===== src/rtl/router_fsm_nch.sv =====
// router_fsm_nch: control FSM for a 1-to-NCH packet router.
// It decodes the header address and latches the destination channel.
// It then sequences the header, payload, parity and full-stall phases, and
// decodes the current state into the strobes for the register and
// synchroniser blocks.
//
// Optional feature: define ROUTER_WAIT_TIMEOUT_EN to limit the time spent in
// WAIT_TILL_EMPTY to TIMEOUT_CYCLES. On expiry the packet is dropped and
// timeout_err pulses for one cycle. Without the macro the FSM waits there
// indefinitely and timeout_err is tied low.
//
// Ports:
//   clock, reset        rising-edge clock, synchronous active-high reset
//   pkt_valid           source packet-valid
//   data_in             header address field
//   fifo_full           full flag of the selected FIFO
//   fifo_empty          per-channel FIFO empty flags
//   soft_reset          per-channel read-timeout soft resets
//   parity_done         parity byte captured
//   low_packet_valid    pkt_valid fell during a full stall
//   detect_add .. drop_state   state-decoded phase strobes
//   dest_sel            registered one-hot destination
//   timeout_err         one-cycle pulse on a wait timeout
module router_fsm_nch #(
  parameter int unsigned NCH            = 3,
  parameter int unsigned ADDR_W         = 2,
  parameter int unsigned TIMEOUT_CYCLES = 32
) (
  input  logic              clock,
  input  logic              reset,
  input  logic              pkt_valid,
  input  logic [ADDR_W-1:0] data_in,
  input  logic              fifo_full,
  input  logic [NCH-1:0]    fifo_empty,
  input  logic [NCH-1:0]    soft_reset,
  input  logic              parity_done,
  input  logic              low_packet_valid,
  output logic              detect_add,
  output logic              lfd_state,
  output logic              ld_state,
  output logic              laf_state,
  output logic              full_state,
  output logic              rst_int_reg,
  output logic              write_enb_reg,
  output logic              busy,
  output logic              drop_state,
  output logic [NCH-1:0]    dest_sel,
  output logic              timeout_err
);

  // Flags are widened to the full address space so any address can index them.
  localparam int unsigned EXT_W = 1 << ADDR_W;
  localparam int unsigned CMP_W = ADDR_W + 5;

  typedef enum logic [3:0] {
    DECODE_ADDRESS     = 4'd0,
    LOAD_FIRST_DATA    = 4'd1,
    LOAD_DATA          = 4'd2,
    WAIT_TILL_EMPTY    = 4'd3,
    LOAD_PARITY        = 4'd4,
    CHECK_PARITY_ERROR = 4'd5,
    FIFO_FULL_STATE    = 4'd6,
    LOAD_AFTER_FULL    = 4'd7,
    DROP_PACKET        = 4'd8
  } state_t;

  state_t            state;
  logic [ADDR_W-1:0] dest_idx;
  logic [EXT_W-1:0]  empty_ext;
  logic [EXT_W-1:0]  sreset_ext;
  logic              addr_ok;
  logic              abort;

  assign empty_ext  = EXT_W'(fifo_empty);
  assign sreset_ext = EXT_W'(soft_reset);
  assign addr_ok    = CMP_W'(data_in) < CMP_W'(NCH);

  // Only the latched channel's soft reset can abort a packet in flight.
  assign abort = sreset_ext[dest_idx] &&
                 (state != DECODE_ADDRESS) && (state != DROP_PACKET);

`ifdef ROUTER_WAIT_TIMEOUT_EN
  localparam int unsigned CNT_W = $clog2(TIMEOUT_CYCLES);
  logic [CNT_W-1:0] wait_cnt;
`else
  assign timeout_err = 1'b0;
`endif

  // State, destination and timeout registers.
  always_ff @(posedge clock) begin
    if (reset) begin
      state    <= DECODE_ADDRESS;
      dest_sel <= '0;
      dest_idx <= '0;
`ifdef ROUTER_WAIT_TIMEOUT_EN
      wait_cnt    <= '0;
      timeout_err <= 1'b0;
`endif
    end else begin
`ifdef ROUTER_WAIT_TIMEOUT_EN
      timeout_err <= 1'b0;
`endif
      if (abort) begin
        state    <= DECODE_ADDRESS;
        dest_sel <= '0;
      end else begin
        case (state)
          DECODE_ADDRESS: begin
            if (pkt_valid) begin
              if (addr_ok) begin
                dest_idx <= data_in;
                dest_sel <= NCH'(1) << data_in;
                state    <= empty_ext[data_in] ? LOAD_FIRST_DATA : WAIT_TILL_EMPTY;
`ifdef ROUTER_WAIT_TIMEOUT_EN
                wait_cnt <= '0;
`endif
              end else begin
                state <= DROP_PACKET;
              end
            end
          end
          WAIT_TILL_EMPTY: begin
            // Empty wins over a timeout expiring in the same cycle.
            if (empty_ext[dest_idx]) begin
              state <= LOAD_FIRST_DATA;
`ifdef ROUTER_WAIT_TIMEOUT_EN
            end else if (wait_cnt == CNT_W'(TIMEOUT_CYCLES - 1)) begin
              state       <= DROP_PACKET;
              timeout_err <= 1'b1;
            end else begin
              wait_cnt <= wait_cnt + CNT_W'(1);
`endif
            end
          end
          LOAD_FIRST_DATA: state <= LOAD_DATA;
          LOAD_DATA: begin
            if (fifo_full)       state <= FIFO_FULL_STATE;
            else if (!pkt_valid) state <= LOAD_PARITY;
          end
          LOAD_PARITY: state <= CHECK_PARITY_ERROR;
          CHECK_PARITY_ERROR: state <= fifo_full ? FIFO_FULL_STATE : DECODE_ADDRESS;
          FIFO_FULL_STATE: begin
            if (!fifo_full) state <= LOAD_AFTER_FULL;
          end
          LOAD_AFTER_FULL: begin
            if (parity_done)           state <= DECODE_ADDRESS;
            else if (low_packet_valid) state <= LOAD_PARITY;
            else                       state <= LOAD_DATA;
          end
          DROP_PACKET: begin
            // The first cycle without pkt_valid carries the discarded parity byte.
            if (!pkt_valid) state <= DECODE_ADDRESS;
          end
          default: state <= DECODE_ADDRESS;
        endcase
      end
    end
  end

  // Moore strobes decoded from the registered state.
  assign detect_add    = (state == DECODE_ADDRESS);
  assign lfd_state     = (state == LOAD_FIRST_DATA);
  assign ld_state      = (state == LOAD_DATA);
  assign laf_state     = (state == LOAD_AFTER_FULL);
  assign full_state    = (state == FIFO_FULL_STATE);
  assign rst_int_reg   = (state == CHECK_PARITY_ERROR);
  assign drop_state    = (state == DROP_PACKET);
  assign write_enb_reg = (state == LOAD_DATA) || (state == LOAD_PARITY) ||
                         (state == LOAD_AFTER_FULL);
  assign busy          = (state == LOAD_FIRST_DATA) || (state == WAIT_TILL_EMPTY) ||
                         (state == LOAD_PARITY) || (state == CHECK_PARITY_ERROR) ||
                         (state == FIFO_FULL_STATE) || (state == LOAD_AFTER_FULL);

endmodule


===== config.mk =====
export PLATFORM = sky130hd
export DESIGN_NAME = router_fsm_nch
export DESIGN_NICKNAME = d
export VERILOG_FILES = /design/src/rtl/router_fsm_nch.sv
export SDC_FILE = /design/constraint.sdc
export NUM_CORES = 1
export LEC_CHECK = 0
export CAP_MARGIN = 20
export CORE_MARGIN = 2
export CORE_UTILIZATION = 29
export CTS_CLUSTER_SIZE = 40
export DETAILED_ROUTE_END_ITERATION = 10
export SLEW_MARGIN = 25
export SYNTH_ARGS = -nofsm -noshare
export SYNTH_HDL_FRONTEND = slang
export SYNTH_SLANG_ARGS = --single-unit

===== constraint.sdc =====
create_clock -name clock -period 1.7 [get_ports clock]
set_input_delay 0.17 -clock clock [delete_from_list [all_inputs] [get_ports clock]]
set_output_delay 0.17 -clock clock [all_outputs]
set_load 0.005 [all_outputs]

# After elaboration in Yosys (flattened, before gate mapping)
# Cells that the tools add are included.
dict set report op_classes {
  muxes 18
  eq_ne 14
  shift 1
  n_bitwise 1
  n_lt_le_gt_ge 3
  reduce_logical 15
}
# op n
set op_table {}
lappend op_table {{one-hot mux 4 bit (9 select lines)} 1}
lappend op_table {{two-way mux 4 bit} 7}
lappend op_table {{== test 4 x 3 -> 1 bit (second input constant)} 4}
lappend op_table {{two-way mux 3 bit} 3}
lappend op_table {{== test 4 x 2 -> 1 bit (second input constant)} 2}
lappend op_table {{!= test 2 bit (second input constant)} 4}
lappend op_table {{logical OR 1 bit} 7}
lappend op_table {{binary-select mux 1 bit (select 2 bit)} 3}
lappend op_table {{less-than comparator 2 x 3 -> 1 bit (second input constant)} 2}
lappend op_table {{AND reduction 5 bit} 1}
lappend op_table {{== test 4 x 1 -> 1 bit (second input constant)} 1}
lappend op_table {{== test 4 bit (second input constant)} 1}
lappend op_table {{logical NOT 4 bit} 1}
lappend op_table {{!= test 4 bit (second input constant)} 1}
lappend op_table {{AND reduction 4 bit} 1}
lappend op_table {{nonzero test 4 bit} 1}
lappend op_table {{two-way mux 1 bit} 3}
lappend op_table {{!= test 3 bit (second input constant)} 1}
lappend op_table {{AND reduction 3 bit} 1}
lappend op_table {{<< shifter 1 x 2 -> 3 bit (first input constant)} 1}
lappend op_table {{logical AND 1 bit} 2}
lappend op_table {{less-than comparator 2 bit (second input constant)} 1}
lappend op_table {{two-way mux 2 bit} 1}
lappend op_table {{OR reduction 2 bit} 1}
lappend op_table {{NOT 1 bit} 1}
dict set report word_totals {
  regBits 9
  out_inout_bits 13
  in_bits 14
}

# Depth between registers and ports, before layout
dict set report logic_depth {
  word_depth 6
  mapped_depth 6
  depth_no_buf 5
}

# Worst setup path after synthesis
# Ideal clock, no wire load.
dict set report synth_timing {
  path_kind {register to register}
  startpoint {register state[2]}
  endpoint {register state[3]}
  stages_incl_launch_ff 7
  path_buffers 1
  t_required_ns 1.630
  synth_period_minus_slack_ns 1.676
  slack_ns 0.024
  arrival_ns 1.606
  setup_time_ns 0.070
  path_cell_list {dfxtp_1 -> buf_4 -> and4bb_4 -> o31ai_4 -> a21oi_2 -> or4b_1 -> a21oi_1}
}
dict set report synth_between {
  elab_chain_len 4
  word_cells_on_any_way 21
  classes_between {14 x eq/ne; 1 x mux; 6 x reduce/logical}
}
# element line_no
set synth_lines {}
lappend synth_lines {{from (decl)} 67} ;# state_t state;
lappend synth_lines {{from (signal assigned)} 113} ;# state <= empty_ext[data_in] ? LOAD_FIRST_DATA : WAIT_TILL_EMPTY;
lappend synth_lines {{from (signal assigned)} 141} ;# CHECK_PARITY_ERROR: state <= fifo_full ? FIFO_FULL_STATE : DECODE_ADDRESS;
lappend synth_lines {{branches (longest 4 deep; another with AND reduction 5 bit)} -}
# Parallel ways; which one is timed is not known.
# A chain may end at the register's enable or synchronous reset.

# Worst setup path in the final report
# Same ends and word-level chain as after synthesis.

==> results.sh <==
export IMPL_dpl_hpwl_mm=1.513
export IMPL_vias=748
export IMPL_crit_fanout=6
export IMPL_die_y_um=51.73
export IMPL_die_area_mm2=0.002676
export IMPL_rows=17
export IMPL_cts_buffer_depth=2
export IMPL_clkPwrFrac_pct=11.6
export IMPL_seq_power_share_pct=24.3
export IMPL_cts_buffers=3
export IMPL_worstPathCellList="and3_1, o31ai_4, a21oi_2, or4b_4, a21oi_2"
export IMPL_cp_start_kind="flop"
export IMPL_min_period_over_period_pct=94.03
export IMPL_critPathTopFamily="simple AND/OR/NAND/NOR gates"
export IMPL_r2r_start="state[2]"
export IMPL_synthesis_area_um2=660.6
export IMPL_drcViolationCount=0
export IMPL_areaGrowthSynthToFinish_pct=71.21
export IMPL_cts_max_level=1
export IMPL_nNetsFinal=142
export IMPL_gp_congestion=0.8111
export IMPL_synthCells=85
export IMPL_p_sw_w=0.0005321
export IMPL_setup_viol=0
export IMPL_ys_seq_elements=9
export IMPL_clk_pin_slew_worst_paths_ns=0.06
export IMPL_powerDensity_mw_per_mm2=1239
export IMPL_start_util_pct=30.15
export IMPL_avgSynthCellArea_um2=7.772
export IMPL_fmax_mhz=625.6
export IMPL_seq_area_frac_synth_pct=27.27
export IMPL_antenna_cells=0
export IMPL_grt_max_degree=9
export IMPL_cts_sinks=9
export IMPL_io_buffers=25
export IMPL_grt_pass1_vias=750
export IMPL_final_util_pct=51.63
export IMPL_critical_path_class="flop to flop"
export IMPL_hp_class="input port to flop"
export IMPL_drive_above_1_share_pct=30.71
export IMPL_layout_commonest_cell="buf_4"
export IMPL_grt_overflow_total=0
export IMPL_antenna_found_initial=0
export IMPL_grt_usage_pct=15.48
export IMPL_cpPeakStageDelay_ns=0.52
export IMPL_switching_share_pct=37.97
export IMPL_holdCritStartpoint="fifo_full"
export IMPL_fp_dieW_um=51.73
export IMPL_layout_common_cells="buf_4, clkdlybuf4s50_1, nor2_1"
export IMPL_worstPathArrival_ns=1.79
export IMPL_cpMostUsedCell="a21oi_2"
export IMPL_ant_nets=0
export IMPL_maxCapViolCount=0
export IMPL_critPathCaptureType="flop"
export IMPL_grt_pass1_wl_mm=3.160
export IMPL_synth_cell_types=34
export IMPL_cts_tree="built"
export IMPL_ys_warn_count=0
export IMPL_routed_via_density=4.826
export IMPL_crit_start="state[2]"
export IMPL_core_mm2=0.002191
export IMPL_synth_fp_nets=99
export IMPL_crit_buf_inv=0
export IMPL_fin_crit_ns=1.598
export IMPL_io_pins=27
export IMPL_p_comb_share_pct=64.1
export IMPL_crit_slowest_cell="or4b_4"
export IMPL_power_total_w=0.001401
export IMPL_power_leakage_nw=0.5087
export IMPL_outcome="complete, no violations"
export IMPL_worstSkewPairLatency_ns=0.25
export IMPL_fin_skew_ns=0.003751
export IMPL_finalMaxSlewViolations=0
export IMPL_firstDrtPassIters=4
export IMPL_intPower_w=0.0008693
export IMPL_finalWirelength_mm=1.821
export IMPL_drt_iter0_markers=3
export IMPL_hold_viol=0
export IMPL_root_buffer="clkbuf_4"
export IMPL_cts_hold_buf=0
export IMPL_vdd_drop_max_uv=630.7
export IMPL_fin_setup_tns_ns=0
export IMPL_cp_required_ns=1.89
export IMPL_wl_per_cell_um=11.75
==> flip-flops by register name, indices dropped and copies added, names as in the netlist <==
register and cells:
dest_idx 2, state 4, dest_sel 3
==> worst paths after layout <==
path / endpoint / slack (ns) / cells past startpoint
worst max-delay path: state[3] / 0.10 / 5
worst min-delay path: state[2] / 0.49 / 4
worst max register to register: state[3] / 0.10 / 5
worst min register to register: dest_sel[2] / 0.50 / 2
==> synth_stat cells <==
library cell	instances	share of area, %
o31ai_4	1	3.2
inv_1	4	2.3
buf_4	2	2.3
a2111oi_0	2	2.7
dfxtp_1	9	27
buf_2	2	1.5
mux2i_1	5	7.6
xnor2_1	1	1.3
mux2_2	1	1.7
nand3_2	1	1.5
inv_2	1	0.57
a211oi_1	1	1.1
o21ai_0	4	3.0
o32a_1	1	1.5
or4b_1	1	1.5
nor3_1	8	6.1
clkbuf_1	1	0.57
nand3b_1	3	3.4
conb_1	1	0.57
nand2b_1	1	0.95
or3_1	1	0.95
and4bb_4	1	2.5
o211ai_1	1	1.1
nor3b_1	1	1.1
a21oi_1	7	5.3
nor4_2	1	1.9
a21o_1	1	1.1
nor2_1	11	6.3
nand2_1	6	3.4
and3_1	1	0.95
nand3_1	1	0.76
a21oi_2	1	1.3
o221ai_1	1	1.3
a2bb2oi_1	1	1.3
==> layer usage <==
metal	GRT usage, %	vias to the layer above	part of all wire [%]
met5	0	-	0
met3	2.011	0	5.5
li1	-	393	-
met4	7.456	0	0
met1	16.90	330	45
met2	29.06	25	49
==> worst reg2reg max path: cells and delay by family (launching register included) <==
kind	cells	cell delay, ns
compound gates	3	0.46
flops	1	0.36
simple gates	2	0.71
==> per-stage QoR <==
| step | hold slack (ns) | cells | setup slack [ns] | area [um^2] |
|---|---|---|---|---|
| final | 0.4924 | 155 | 0.1015 | 1131 |
| after global routing | 0.5160 | 155 | -0.0009774 | 1131 |
| after CTS | 0.4771 | 155 | 0.003356 | 1095 |
| after detailed placement | 0.4854 | 150 | -0.3232 | 1045 |
| after global placement | 0.4890 | 150 | -0.2605 | 1045 |
| after floorplan | 0.2424 | 85 | 0.02420 | 660.6 |
==> logic make-up (layout without fill, tap and decap cells) <==
group,Yosys count,after routing,synth area share (%)
flops,9,9,27.27
xor+xnor,1,1,1.326
buf+inv,10,52,7.195
compound gates,21,21,23.11
other cells,1,1,0.5676
mux,6,6,9.280
simple gates,37,37,31.25
==> power groups by stage <==
stage               clock (W)  sequential [W]  combinational, W
global route         0.000179        0.000353          0.000996
finish               0.000162        0.000341          0.000899
CTS                  0.000168        0.000336          0.000887
global placement            0        0.000323          0.000864
floorplan                   0        0.000283          0.000475
detailed placement          0        0.000324          0.000876
==> timing repair <==
item / in CTS / in global routing
gates resized for setup: 16 / 10
pin swaps: 0 / 7
endpoints found under the setup margin: 9 / 8
buffers inserted: 1 / 1
==> area by class of cell <==
cell class | instances | area [um^2]
sequential | 9 | 191.4
tap | 28 | 35.03
inverter | 5 | 18.77
fill | 228 | 1060
multi-input combinational | 66 | 470.5
clock buffer | 4 | 26.28
timing repair buffer | 43 | 389.1
No activity file was read; power rests on OpenSTA's default activity.
